--- src/rtl/imem_loader.sv ---
// Byte-stream instruction-memory loader: count byte, 4*N little-endian data bytes,
// XOR checksum; releases the CPU only after a complete, verified frame.
module imem_loader #(
    parameter logic [7:0]  BASE_ADDR    = 8'd0,
    parameter int unsigned IDLE_TIMEOUT = 1000
) (
    input  logic        clock,
    input  logic        reset,
    input  logic        in_valid,
    input  logic [7:0]  in_byte,
    output logic        in_ready,
    output logic        wr_en,
    output logic [7:0]  wr_addr,
    output logic [31:0] wr_data,
    output logic        cpu_run,
    output logic        busy,
    output logic        done,
    output logic        error
);

    localparam int unsigned TW = (IDLE_TIMEOUT < 2) ? 1 : $clog2(IDLE_TIMEOUT + 1);
    localparam logic [TW-1:0] TMO_LIMIT = TW'(IDLE_TIMEOUT);

    typedef enum logic [2:0] {
        ST_COUNT = 3'd0,
        ST_DATA  = 3'd1,
        ST_WRITE = 3'd2,
        ST_CHECK = 3'd3,
        ST_DONE  = 3'd4,
        ST_ERROR = 3'd5
    } state_t;

    state_t        state_q, state_d;
    logic [8:0]    cnt_q, cnt_d;
    logic [8:0]    idx_q, idx_d;
    logic [31:0]   word_q, word_d;
    logic [1:0]    bcnt_q, bcnt_d;
    logic [7:0]    csum_q, csum_d;
    logic [TW-1:0] tmo_q, tmo_d;
    logic          in_ready_q, in_ready_d;
    logic          wr_en_q, wr_en_d;
    logic [7:0]    wr_addr_q, wr_addr_d;
    logic [31:0]   wr_data_q, wr_data_d;
    logic          cpu_run_q, cpu_run_d;
    logic          busy_q, busy_d;
    logic          done_q, done_d;
    logic          error_q, error_d;
    logic          accept_s;
    logic [TW-1:0] tmo_inc_s;
    logic [31:0]   word_shift_s;

    // Next-state, datapath and registered-output decode.
    always_comb begin
        state_d      = state_q;
        cnt_d        = cnt_q;
        idx_d        = idx_q;
        word_d       = word_q;
        bcnt_d       = bcnt_q;
        csum_d       = csum_q;
        tmo_d        = tmo_q;
        wr_addr_d    = wr_addr_q;
        wr_data_d    = wr_data_q;
        accept_s     = in_valid & in_ready_q;
        tmo_inc_s    = tmo_q + TW'(1);
        word_shift_s = {in_byte, word_q[31:8]};

        case (state_q)
            ST_COUNT: begin
                if (accept_s) begin
                    cnt_d   = (in_byte == 8'd0) ? 9'd256 : {1'b0, in_byte};
                    idx_d   = 9'd0;
                    csum_d  = 8'd0;
                    bcnt_d  = 2'd0;
                    word_d  = 32'd0;
                    tmo_d   = TW'(0);
                    state_d = ST_DATA;
                end else begin
                    state_d = ST_COUNT;
                end
            end
            ST_DATA: begin
                if (accept_s) begin
                    word_d = word_shift_s;
                    csum_d = csum_q ^ in_byte;
                    bcnt_d = bcnt_q + 2'd1;
                    tmo_d  = TW'(0);
                    if (bcnt_q == 2'd3) begin
                        state_d   = ST_WRITE;
                        wr_addr_d = BASE_ADDR + idx_q[7:0];
                        wr_data_d = word_shift_s;
                    end else begin
                        state_d = ST_DATA;
                    end
                end else begin
                    tmo_d = tmo_inc_s;
                    if (tmo_inc_s == TMO_LIMIT) begin
                        state_d = ST_ERROR;
                    end else begin
                        state_d = ST_DATA;
                    end
                end
            end
            ST_WRITE: begin
                idx_d = idx_q + 9'd1;
                if ((idx_q + 9'd1) == cnt_q) begin
                    state_d = ST_CHECK;
                end else begin
                    state_d = ST_DATA;
                    tmo_d   = TW'(0);
                end
            end
            ST_CHECK: begin
                if (accept_s) begin
                    tmo_d   = TW'(0);
                    state_d = (in_byte == csum_q) ? ST_DONE : ST_ERROR;
                end else begin
                    tmo_d = tmo_inc_s;
                    if (tmo_inc_s == TMO_LIMIT) begin
                        state_d = ST_ERROR;
                    end else begin
                        state_d = ST_CHECK;
                    end
                end
            end
            ST_DONE:  state_d = ST_DONE;
            ST_ERROR: state_d = ST_ERROR;
            default:  state_d = ST_ERROR;
        endcase

        // Outputs follow the state being entered so they line up with it.
        in_ready_d = 1'b0;
        wr_en_d    = 1'b0;
        cpu_run_d  = 1'b0;
        busy_d     = 1'b0;
        done_d     = 1'b0;
        error_d    = 1'b0;
        case (state_d)
            ST_COUNT, ST_DATA, ST_CHECK: begin
                in_ready_d = 1'b1;
                busy_d     = 1'b1;
            end
            ST_WRITE: begin
                wr_en_d = 1'b1;
                busy_d  = 1'b1;
            end
            ST_DONE: begin
                cpu_run_d = 1'b1;
                done_d    = 1'b1;
            end
            ST_ERROR: error_d = 1'b1;
            default:  error_d = 1'b1;
        endcase
    end

    // State and output registers with synchronous reset.
    always_ff @(posedge clock) begin
        if (reset) begin
            state_q    <= ST_COUNT;
            cnt_q      <= 9'd0;
            idx_q      <= 9'd0;
            word_q     <= 32'd0;
            bcnt_q     <= 2'd0;
            csum_q     <= 8'd0;
            tmo_q      <= TW'(0);
            in_ready_q <= 1'b1;
            wr_en_q    <= 1'b0;
            wr_addr_q  <= 8'd0;
            wr_data_q  <= 32'd0;
            cpu_run_q  <= 1'b0;
            busy_q     <= 1'b1;
            done_q     <= 1'b0;
            error_q    <= 1'b0;
        end else begin
            state_q    <= state_d;
            cnt_q      <= cnt_d;
            idx_q      <= idx_d;
            word_q     <= word_d;
            bcnt_q     <= bcnt_d;
            csum_q     <= csum_d;
            tmo_q      <= tmo_d;
            in_ready_q <= in_ready_d;
            wr_en_q    <= wr_en_d;
            wr_addr_q  <= wr_addr_d;
            wr_data_q  <= wr_data_d;
            cpu_run_q  <= cpu_run_d;
            busy_q     <= busy_d;
            done_q     <= done_d;
            error_q    <= error_d;
        end
    end

    assign in_ready = in_ready_q;
    assign wr_en    = wr_en_q;
    assign wr_addr  = wr_addr_q;
    assign wr_data  = wr_data_q;
    assign cpu_run  = cpu_run_q;
    assign busy     = busy_q;
    assign done     = done_q;
    assign error    = error_q;

endmodule

--- config.mk ---
export PLATFORM = sky130hd
export DESIGN_NAME = imem_loader
export DESIGN_NICKNAME = d
export VERILOG_FILES = /design/src/rtl/imem_loader.sv
export SDC_FILE = /design/constraint.sdc
export NUM_CORES = 1
export LEC_CHECK = 0
export BUFFER_PORTS_ARGS = -buffer_cell sky130_fd_sc_hd__buf_2
export CORE_MARGIN = 8
export CORE_UTILIZATION = 52
export CTS_CLUSTER_DIAMETER = 50
export DETAILED_ROUTE_END_ITERATION = 12
export PLACE_DENSITY = 0.75
export SLEW_MARGIN = 10
export SYNTH_ARGS = -nofsm -noshare
export SYNTH_HDL_FRONTEND = slang
export SYNTH_SLANG_ARGS = --single-unit
--- constraint.sdc ---
create_clock -name clock -period 2.2 [get_ports clock]
set_clock_uncertainty 0.1 [all_clocks]
set_input_delay 0.11 -clock clock [delete_from_list [all_inputs] [get_ports clock]]
set_output_delay 0.11 -clock clock [all_outputs]
set_load 0.02 [all_outputs]
# Word-level counts from Yosys, hierarchy flattened
# Index checks and enable logic that the tools add are counted.
# classes
n_shift	0
order_cmp	0
reduce_logical	15
div_mod_pow	0
n_addsub	3
n_bitwise	2
mul	0
eq_ne	15
n_mux	30
# op_table
cell	n
$mux 32	2
$pmux 32 s2	1
$mux 10	3
$pmux 10 s3	1
$mux 9	2
$pmux 9 s2	1
$mux 8	2
$pmux 8 s2	1
$pmux 3 s5	1
$eq 3x2->1 const B	4
$mux 3	4
$add 10x1->10 const B	1
$eq 10x10->1 const B	1
$add 9x1->9 const B	1
$eq 9x9->1	1
$reduce_and 3->1	3
$eq 8x8->1	1
$logic_not 8->1	1
$mux 2	4
$xor 8x8->8	1
$mux 1	7
$eq 3x1->1 const B	2
$eq 3x3->1 const B	2
$logic_not 3->1	2
other kinds (12)	16
# word_totals
romBits	0
latchBits	0
n_memories	0
word_cells	79
ram_bits	0
input_bits	11
regBits	118
output_inout_bits	46

# Depth between registers and ports, before layout
# Gate-level depths: netlist (run 1).
# logic_depth
word_depth	8
ltp_mapped	9
ltp_nobuf	8

# Worst setup path after synthesis (run 1)
# OpenSTA, ideal clock, no wires.
# synth_path
kind	register to register
start	register idx_q[0]
end	register tmo_q[4]
arrival_time_ps	1916
n_path_buf	1
setup_ps	142
path_stages_with_launch	10
synth_period_minus_slack_ps	2158
required_time_ps	1958
path_slack_ps	42
cell_sequence	dfxtp_1 > ha_1 > buf_6 > and3_1 > and3_1 > xnor2_1 > o2111ai_1 > nor2_2 > a211oi_4 > a311oi_1
# synth_between
elab_chain_len	4
# synth_rtl
item	line_no	rtl
from (decl)	35	logic [8:0] idx_q, idx_d;
from (signal assigned)	176	idx_q <= idx_d;
$add 9x1->9	105	if ((idx_q + 9'd1) == cnt_q) begin
$eq 9x9->1	105	
$ne 2x2->1 (no line)	n/a	
$reduce_and 3->1 (no line)	n/a	
to (signal assigned)	180	tmo_q <= tmo_d;
to (decl)	39	logic [TW-1:0] tmo_q, tmo_d;
# No other way between the ends.
# A chain may end at the register's enable or synchronous reset.

# Final worst setup path (run 1)
# layout_path
start	register idx_q[1]
end	register tmo_q[6]
# Same word-level chain as after synthesis.

==> results of run 1 <==
==> cell families after synthesis <==
family,count (synthesis)
DFF,110
AOI/OAI and AO/OA,160
buffers and inverters,50
xor gates and xnor gates,19
adders and majority gates,3
and+or+nand+nor,253
muxes,1
==> how the worst min path moves through the flow <==
stage                    start           to  slack, ns  depth (start not counted)
floorplan           in_byte[1]  wr_data[25]       0.15                          2
CTS                   in_valid   state_q[2]       0.01                          3
global route          in_valid   state_q[2]       0.04                          3
finish                in_valid   state_q[2]       0.03                          3
detailed placement  in_byte[1]  wr_data[25]       0.34                          3
global placement    in_byte[1]     cnt_q[1]       0.33                          3
==> placed cells by master (no fill, tap or decap), drive strengths merged, types with 3 or more instances in the layout <==
master       instances
nand2              120
dfxtp              110
buf                 92
a21oi               89
nor2                39
o21ai               35
nand3               26
nand3b              12
a22oi                9
clkbuf               9
xnor2                9
nor3                 9
xor2                 9
nor2b                8
nand4                8
dlygate4sd3          8
and3                 7
inv                  7
nand2b               6
and2                 5
or3                  4
a31oi                4
a211oi               4
a311oi               4
nor4                 3
ha                   3
==> report_power, final <==
group | total (W) | internal, W | switching (W)
sequential | 0.00203 | 0.00201 | 0.0000206
clock | 0.00124 | 0.000459 | 0.000778
combinational | 0.000245 | 0.0000875 | 0.000158
==> what timing repair did <==
action	CTS	global route
endpoints found under the hold margin	26	0
setup buffers	0	2
hold buffers	8	0
setup endpoints to repair	10	15
pin swaps	1	11
resized for setup	6	13
cloned	0	0
==> routing by layer <==
layer  global-route usage (%)  vias to the layer above  share of wire [%]
li1                         -                     2181                  -
met1                     24.3                     2055                 46
met2                     29.7                      109                 48
met3                     4.29                        6                5.1
met4                     5.67                        0               0.77
met5                        0                        -                  0
==> per-stage QoR <==
stage               worst slack, ns  cell area, µm²  total power, W  hold WS, ns  instances
floorplan                    0.0422            4840         0.00223        0.146        596
global placement             0.0296            5290         0.00230        0.329        751
detailed placement          -0.0302            5290         0.00230        0.338        751
CTS                         0.00858            5600         0.00354       0.0139        775
global route                -0.0506            5670         0.00365       0.0404        776
finish                       0.0480            5670         0.00352       0.0332        776
==> synth_stat cells, types with 3 or more instances <==
| library cell | count |
|---|---|
| o21ai_1 | 3 |
| nand2b_1 | 6 |
| buf_6 | 4 |
| nor4_1 | 3 |
| and2_1 | 4 |
| a21oi_1 | 89 |
| a22oi_1 | 9 |
| and3_1 | 5 |
| nand2_1 | 118 |
| inv_1 | 3 |
| nor3_1 | 7 |
| dfxtp_1 | 110 |
| nor2b_1 | 8 |
| xor2_1 | 8 |
| ha_1 | 3 |
| xnor2_1 | 9 |
| nand4_1 | 8 |
| nor2_1 | 37 |
| or3_1 | 3 |
| buf_4 | 3 |
| clkbuf_1 | 34 |
| nand3b_1 | 12 |
| o21ai_0 | 32 |
| nand3_1 | 25 |
| a311oi_1 | 4 |
| a31oi_1 | 3 |
==> critical path: cells and delay by family (launching register included) <==
family / cells / cell delay [ns]
and+or+nand+nor: 1 / 0.17
buffers and inverters: 1 / 0.15
adders and majority gates: 1 / 0.25
DFF: 1 / 0.36
AOI/OAI and AO/OA: 4 / 0.87
xor gates and xnor gates: 1 / 0.16
==> cell type report <==
type,instances,area share [%]
Timing Repair Buffer,100,11.4
Tap cell,111,2.45
Clock buffer,9,2.18
Sequential cell,110,39.0
Multi-Input combinational cell,436,43.3
Inverter,3,0.199
Clock inverter,7,1.46
==> registers in the layout (all words and copies together) (netlist names), 2 cells and up <==
name and flops:
wr_data 32, word_q 24, tmo_q 10, cnt_q 9, idx_q 9, csum_q 8, wr_addr 8, state_q 3
bcnt_q 2
==> results.txt, run 1 <==
* Horizontal die dimension: 112 µm
- Area of the multi-input gates: ~0.0025 mm²
- Status: finished, final reports clean
* Initial core utilization: between 50% and 60%
- Filler cell count: around 800
- The synthesized design contains 0 enable-type register cells.
* Number of iterations in the first detailed-routing pass: 7
- The first global-routing pass estimated 19.5 mm of wire.
* Number of routed nets with antenna violations: 0
- For this block, the routed nets add up to 11.8 mm of wire.
- Final core occ: 62.0%
- Synthesis-to-finish area growth: 17.1%
- CTS tree: yes
* Top cells by area in the synthesized netlist: dfxtp_1, a21oi_1, nand2_1, o21ai_0, nor2_1
* Main combinational cell family by area after synthesis: simple AND/OR/NAND/NOR gates
* Std cell rows: 35
- Summing the areas of all and, or, nand and nor instances in the mapped netlist gives 25.0% of the synthesized area.
- For this design the static power due to leakage is 2.09 nW.
- Clock tree synthesis inserted a total of 9 buffers.
- Leading register cell type out of synthesis: dfxtp_1
- Summing the areas of all fa, ha and maj instances in the mapped netlist gives less than 1% of the synthesized area.
- Dividing the final minimum period by the clock period gives a little over nine tenths.
- Floorplan core area: slightly above 0.009 mm²
- Kind of launch point of the worst setup path: flop
* Remaining Overflow, GRT: 0
- Data on the critical path is required at its endpoint by roughly 2.4 ns.
* Register-to-register setup slack: slightly below 0.05 ns
- H-tree depth reported by CTS: 3
* WL/cell: 15.2 µm
- Of the synthesized area, sequential elements account for between 40% and 50%.
- Synthesized-area fraction occupied by ao, oa, aoi and oai cells: 19.4%
- The final max-slew violation count was 0.
- Max transition margin: between 50% and 60%
- dfxtp_1 takes more of the synthesized area than any other cell.
* DR vias: 4351
- Worst Path Max Fanout: 10
- Launch point of the worst path: idx_q[1]
* Type of the worst min-delay path: input port to flop
- Top cell type's share of synthesized area: around 45%
- RSZ-0062 raised after global routing: true
* Syn. warnings: 0
- CP max-delay cell: dfxtp_2
- Clock-pin transition on the worst setup and hold timing paths: 0.11 ns
- Portion of netlist area occupied by mux cells: less than 1%
- Clock Latency Late Sink: roughly 0.38 ns
- Number of design rule violations left after detail routing: 0
* CP max stage delay: 0.36 ns
- Overall Global Routing Usage: 18.6%
- Antenna Cells: 0
- Minimum clock period after layout: roughly 2.2 ns
- Count of nets after finishing: around 670
- CTS max path bufs: 2
* Net count after synthesis: between 600 and 700
- Adding up every negative setup slack in the final design gives 0 ns.
- Worst IR Drop VDD: 327 µV
- Routability cong.: between 0.8 and 0.9
* Worst R2R Start: idx_q[1]
* Number of global-route vias before repair: approximately 4000
- In the final layout, the share of cells above drive strength 1 is a little over a fifth.
* Number of distinct library cells after synthesis: 62
- After technology mapping, the gate count stands at slightly below 600.
* Die footprint: about 0.013 mm²
- During I/O placement, the number of pins put on the boundary was between 50 and 60.
- Average via count per standard cell: between 5 and 6
- Destination of the worst register-to-register timing path: tmo_q[6]
* Critical setup path kind: flop to flop
- Ys async rst share: 0%
- At the pin with the least slew margin, the transition time is ~0.7 ns.
* Maximum operating frequency: 465 MHz
- Netlist area before placement: 0.00484 mm²
- Worst setup path end: tmo_q[6]
- Half-perimeter wire length after placement: 8.07 mm
- WP data arrival: 2.34 ns
- The count of final hold-check violations is 0.
- Averaged over all synthesized cells, the footprint is 8.12 µm².
- Counting cells, the worst reg-to-reg path comes to 8.
- Walking the worst path, the cells encountered are ha_4 > xor2_2 > a2111oi_4 > o2111ai_2 > nor2_2 > a211oi_4 > buf_12 > a311oi_2.
- Port Buffer Count: between 50 and 60
- Number of antenna violations at the first check in global routing: 0
- Clock net sink count: 110
- Maximum number of pins on one net before global-route repair: 69
- The synthesized netlist devotes approximately 3.9% of its cell area to XOR and XNOR gates.
* Type of destination of the critical path: flop
* Register bit count reported by yosys: between 100 and 150
* CTS root buf: clkbuf_8
* Final count of negative-setup-slack endpoints: 0
- In this run, the number of DRC markers left after iteration 0 of detailed routing was between 200 and 300.
- Sequential cell area: approximately 0.0022 mm²
- Max-cap check violation count: 0
- The floorplan step set the die height to between 100 and 150 µm.
- Power per standard cell area: just over 600 mW/mm²
No activity file was read; power rests on OpenSTA's default activity.
==> run 2: changes to the inputs <==
- SETUP_SLACK_MARGIN: default -> 0.15
==> run 2 against run 1 <==
Total power hardly changed. Combinational power is 4% higher. First-iteration DRC count is 44% higher. Worst hold slack worse by 0.0030 ns. Final cell count is 0.26% higher. Clock power hardly changed. Routed wire length is 1.7% higher. Critical endpoint unchanged. Sequential share of layout area is 0.56 points lower. Utilization is 0.97 points higher.
==> results.txt, run 2 (synthesis gave the netlist of run 1 again) <==
- Worst min-delay path startpoint: in_valid (unchanged)
- Area of all placed cells without fillers: 0.00576 mm² (was 0.00567 mm²)
- Kind of cell with the highest combined delay on the critical path: simple AND/OR/NAND/NOR gates (was compound AO/OA/AOI/OAI gates)
- Remaining Overflow, GRT: 0 (unchanged)
* Horizontal die dimension: 112 µm (unchanged)
- Number of routed nets with antenna violations: 0 (unchanged)
- The data arrival time of the critical path was 2.22 ns (was 2.34 ns).
* CP max-delay cell: dfxtp_1 (was dfxtp_2)
- Initial DRC count: 397 (was 275)
- Slew @ Worst Pin: 0.484 ns (was 0.698 ns)
- CTS max path bufs: 2 (unchanged)
- The worst-path maximum fanout is 10 (unchanged).
* Initial core utilization: 52.9% (unchanged)
- Sum of negative setup slack: 0 ns (unchanged)
- The CTS sink count was 110 (unchanged).
* Final core occ: 62.9% (was 62.0%)
* Commonest cells after routing, fill and taps aside: nand2_1, dfxtp_1, a21oi_1 (unchanged)
- Max transition margin: 67.6% (was 53.4%)
- The number of detailed-routing iterations run before antenna repair came to 5 (was 7).
- Worst path most repeated cell: a211oi_4
- The achievable frequency came to 485 MHz (was 465 MHz).
* Minimum clock period after layout: 2.06 ns (was 2.15 ns)
- The worst vdd rail ir drop was 446 µV (was 327 µV).
- Buffering stage count on the worst path with inverters included: 1 (unchanged)
- Type of destination of the critical path: flop (unchanged)
- The worst setup slack for register-to-register paths came to 0.14 ns (was 0.05 ns).
* Total wire length after detailed routing: 12.0 mm (was 11.8 mm)
- Final worst-path cycle share: 93.7% (was 97.8%)
* Kind of launch point of the worst setup path: flop (unchanged)
* Port Buffer Count: 56 (unchanged)
* Die footprint: 0.0127 mm² (unchanged)
- The reg-to-reg endpoint is tmo_q[6] (unchanged).
* Antenna Cells: 0 (unchanged)
- DR vias: 4458 (was 4351)
- H-tree depth reported by CTS: 3 (unchanged)
- Static power due to leakage: 2.12 nW (was 2.09 nW)
- The wire length of the first global-routing pass is 19.9 mm (was 19.5 mm).
* Overall Global Routing Usage: 18.8% (was 18.6%)
- The sum of internal, switching and leakage power was 0.00352 W (about the same).
- Final max-slew violation count: 0 (unchanged)
- The final setup violation count came to 0 (unchanged).
* CTS root buf: clkbuf_8 (unchanged)
- The signed area change from the synthesized netlist to the final layout came to 19.0% (was 17.1%).
* Maximum number of pins on one net before global-route repair: 79 (was 69)
* Number of design rule violations left after detail routing: 0 (unchanged)
- Fraction of layout instances using a drive strength above 1: 22.8% (was 21.2%)
* R2R cell count: 8 (unchanged)
- The number of top-level pins was 57 (unchanged).
- The origin of the critical flop-to-flop path is idx_q[5] (was idx_q[1]).
- Critical setup path kind: flop to flop (unchanged)
- Filler cell count: 780 (was 805)
* Hold Violations, Final: 0 (unchanged)
* Cells along the critical path: nand4_1 > nor3_2 > and4bb_2 > a211oi_4 > nor2_2 > a211oi_4 > buf_12 > a311oi_2 (was ha_4 > xor2_2 > a2111oi_4 > o2111ai_2 > nor2_2 > a211oi_4 > buf_12 > a311oi_2)
- The clock-pin slew reported for the worst setup and hold paths after clock tree synthesis was 0.11 ns (about the same).
- Number of antenna violations at the first check in global routing: 0 (unchanged)
* Floorplan core area: 0.00915 mm² (unchanged)
- The worst stage delay on the critical path is 0.42 ns (was 0.36 ns).
* Cell area reported after detailed placement: 0.00530 mm² (was 0.00529 mm²)
- Hold-critical path endpoint: state_q[2] (unchanged)
* Number of global-route vias before repair: 4193 (was 4054)
* Number of flip-flops in the largest register: 32 (unchanged)
- The max-cap check violation count came to 0 (unchanged).
- RSZ-0062 raised after global routing: true (unchanged).
- Count of nets after finishing: 676 (was 674)
- WL/cell: 15.5 µm (was 15.2 µm)
- Type of the worst min-delay path: input port to flop (unchanged)
- The standard-cell row count came to 35 (unchanged).
- The clock latency of the later-clocked register in the worst-skew pair is 0.37 ns (was 0.38 ns).
- The detailed placer's ending HPWL came to 7.87 mm (was 8.07 mm).
- The die height came to 112 µm (unchanged).
- The routability congestion estimate from global placement came to 0.892 (was 0.873).
* Required time of the worst setup path: 2.35 ns (was 2.39 ns)
* Hold slack: 0.0302 ns (was 0.0332 ns)
- The leading cell type in the layout, fill and taps excluded was nand2_1 (unchanged).
* CTS tree: yes (unchanged)
- The power density over the cells is 611 mW/mm² (was 620 mW/mm²).
* Clock buffer count from CTS: 9 (unchanged)
- The average vias per placed instance came to 5.73 (was 5.61).
- Status: finished, final reports clean (unchanged)
- The worst hold path depth was 3 (unchanged).
-- run 2: cell count changes in the layout (fill, tap and decap cells not counted), moves of 2 or more --
cell and change:
dfxtp_1 -2, clkinv_4 +2, and3_4 +2, and2_4 +3
and3_1 -2, buf_12 +2, and2_1 -2, dfxtp_2 +2
-- run 2: what timing repair did --
item,in CTS,in global routing
endpoints found under the hold margin,26,0
hold buffers,8,0
setup endpoints to repair,14,16
buffers inserted,5,2
gates resized for setup,16,13
pin swaps,4,8
-- run 2: how the worst max path moves through the flow --
stage	end	startpoint	cells past startpoint
4_1_cts	tmo_q[7]	idx_q[0]	8
3_5_place_dp	tmo_q[6]	idx_q[0]	9
2_1_floorplan	tmo_q[4]	idx_q[0]	9
5_1_grt	tmo_q[2]	idx_q[5]	9
3_3_place_gp	tmo_q[0]	idx_q[0]	9
6_report	tmo_q[6]	idx_q[5]	8
-- run 2: metrics by stage --
step | std cells | worst slack [ns]
floorplan | 596 | 0.156
global route | 778 | 0.0173
global placement | 747 | 0.103
CTS | 776 | 0.130
detailed placement | 747 | 0.0351
finish | 778 | 0.139
-- run 2: final cells by class --
type                    count  area [µm²]  share of cell area [%]
well taps                 111         139                    2.41
clock inverters             7        81.3                    1.41
flip-flops and latches    110        2210                    38.4
clock buffers               9         124                    2.15
multi-input cells         436        2500                    43.5
inverters                   3        11.3                   0.195
repair buffers            102         686                    11.9
-- run 2: metal layers --
layer  vias to the layer above  GRT usage [%]  share of wire (%)
met5                         -              0                  0
met4                         0           7.64                1.9
met1                      2088           23.9                 43
met2                       169           30.7                 49
met3                        23           3.70                6.3
li1                       2178              -                  -
-- run 2: worst reg2reg max path, stage by stage, from the launching register on --
cell      delay, ns
dfxtp_1        0.42
nand4_1        0.20
nor3_2         0.16
and4bb_2       0.28
a211oi_4       0.25
nor2_2         0.09
a211oi_4       0.20
buf_12         0.17
a311oi_2       0.08
-- run 2: power breakdown --
group	switching (W)	total, W	leakage [nW]	internal [W]
registers	0.0000206	0.00203	0.892	0.00201
clock network	0.000777	0.00123	0.103	0.000456
logic	0.000160	0.000254	1.13	0.0000938
total	0.000958	0.00352	2.12	0.00256
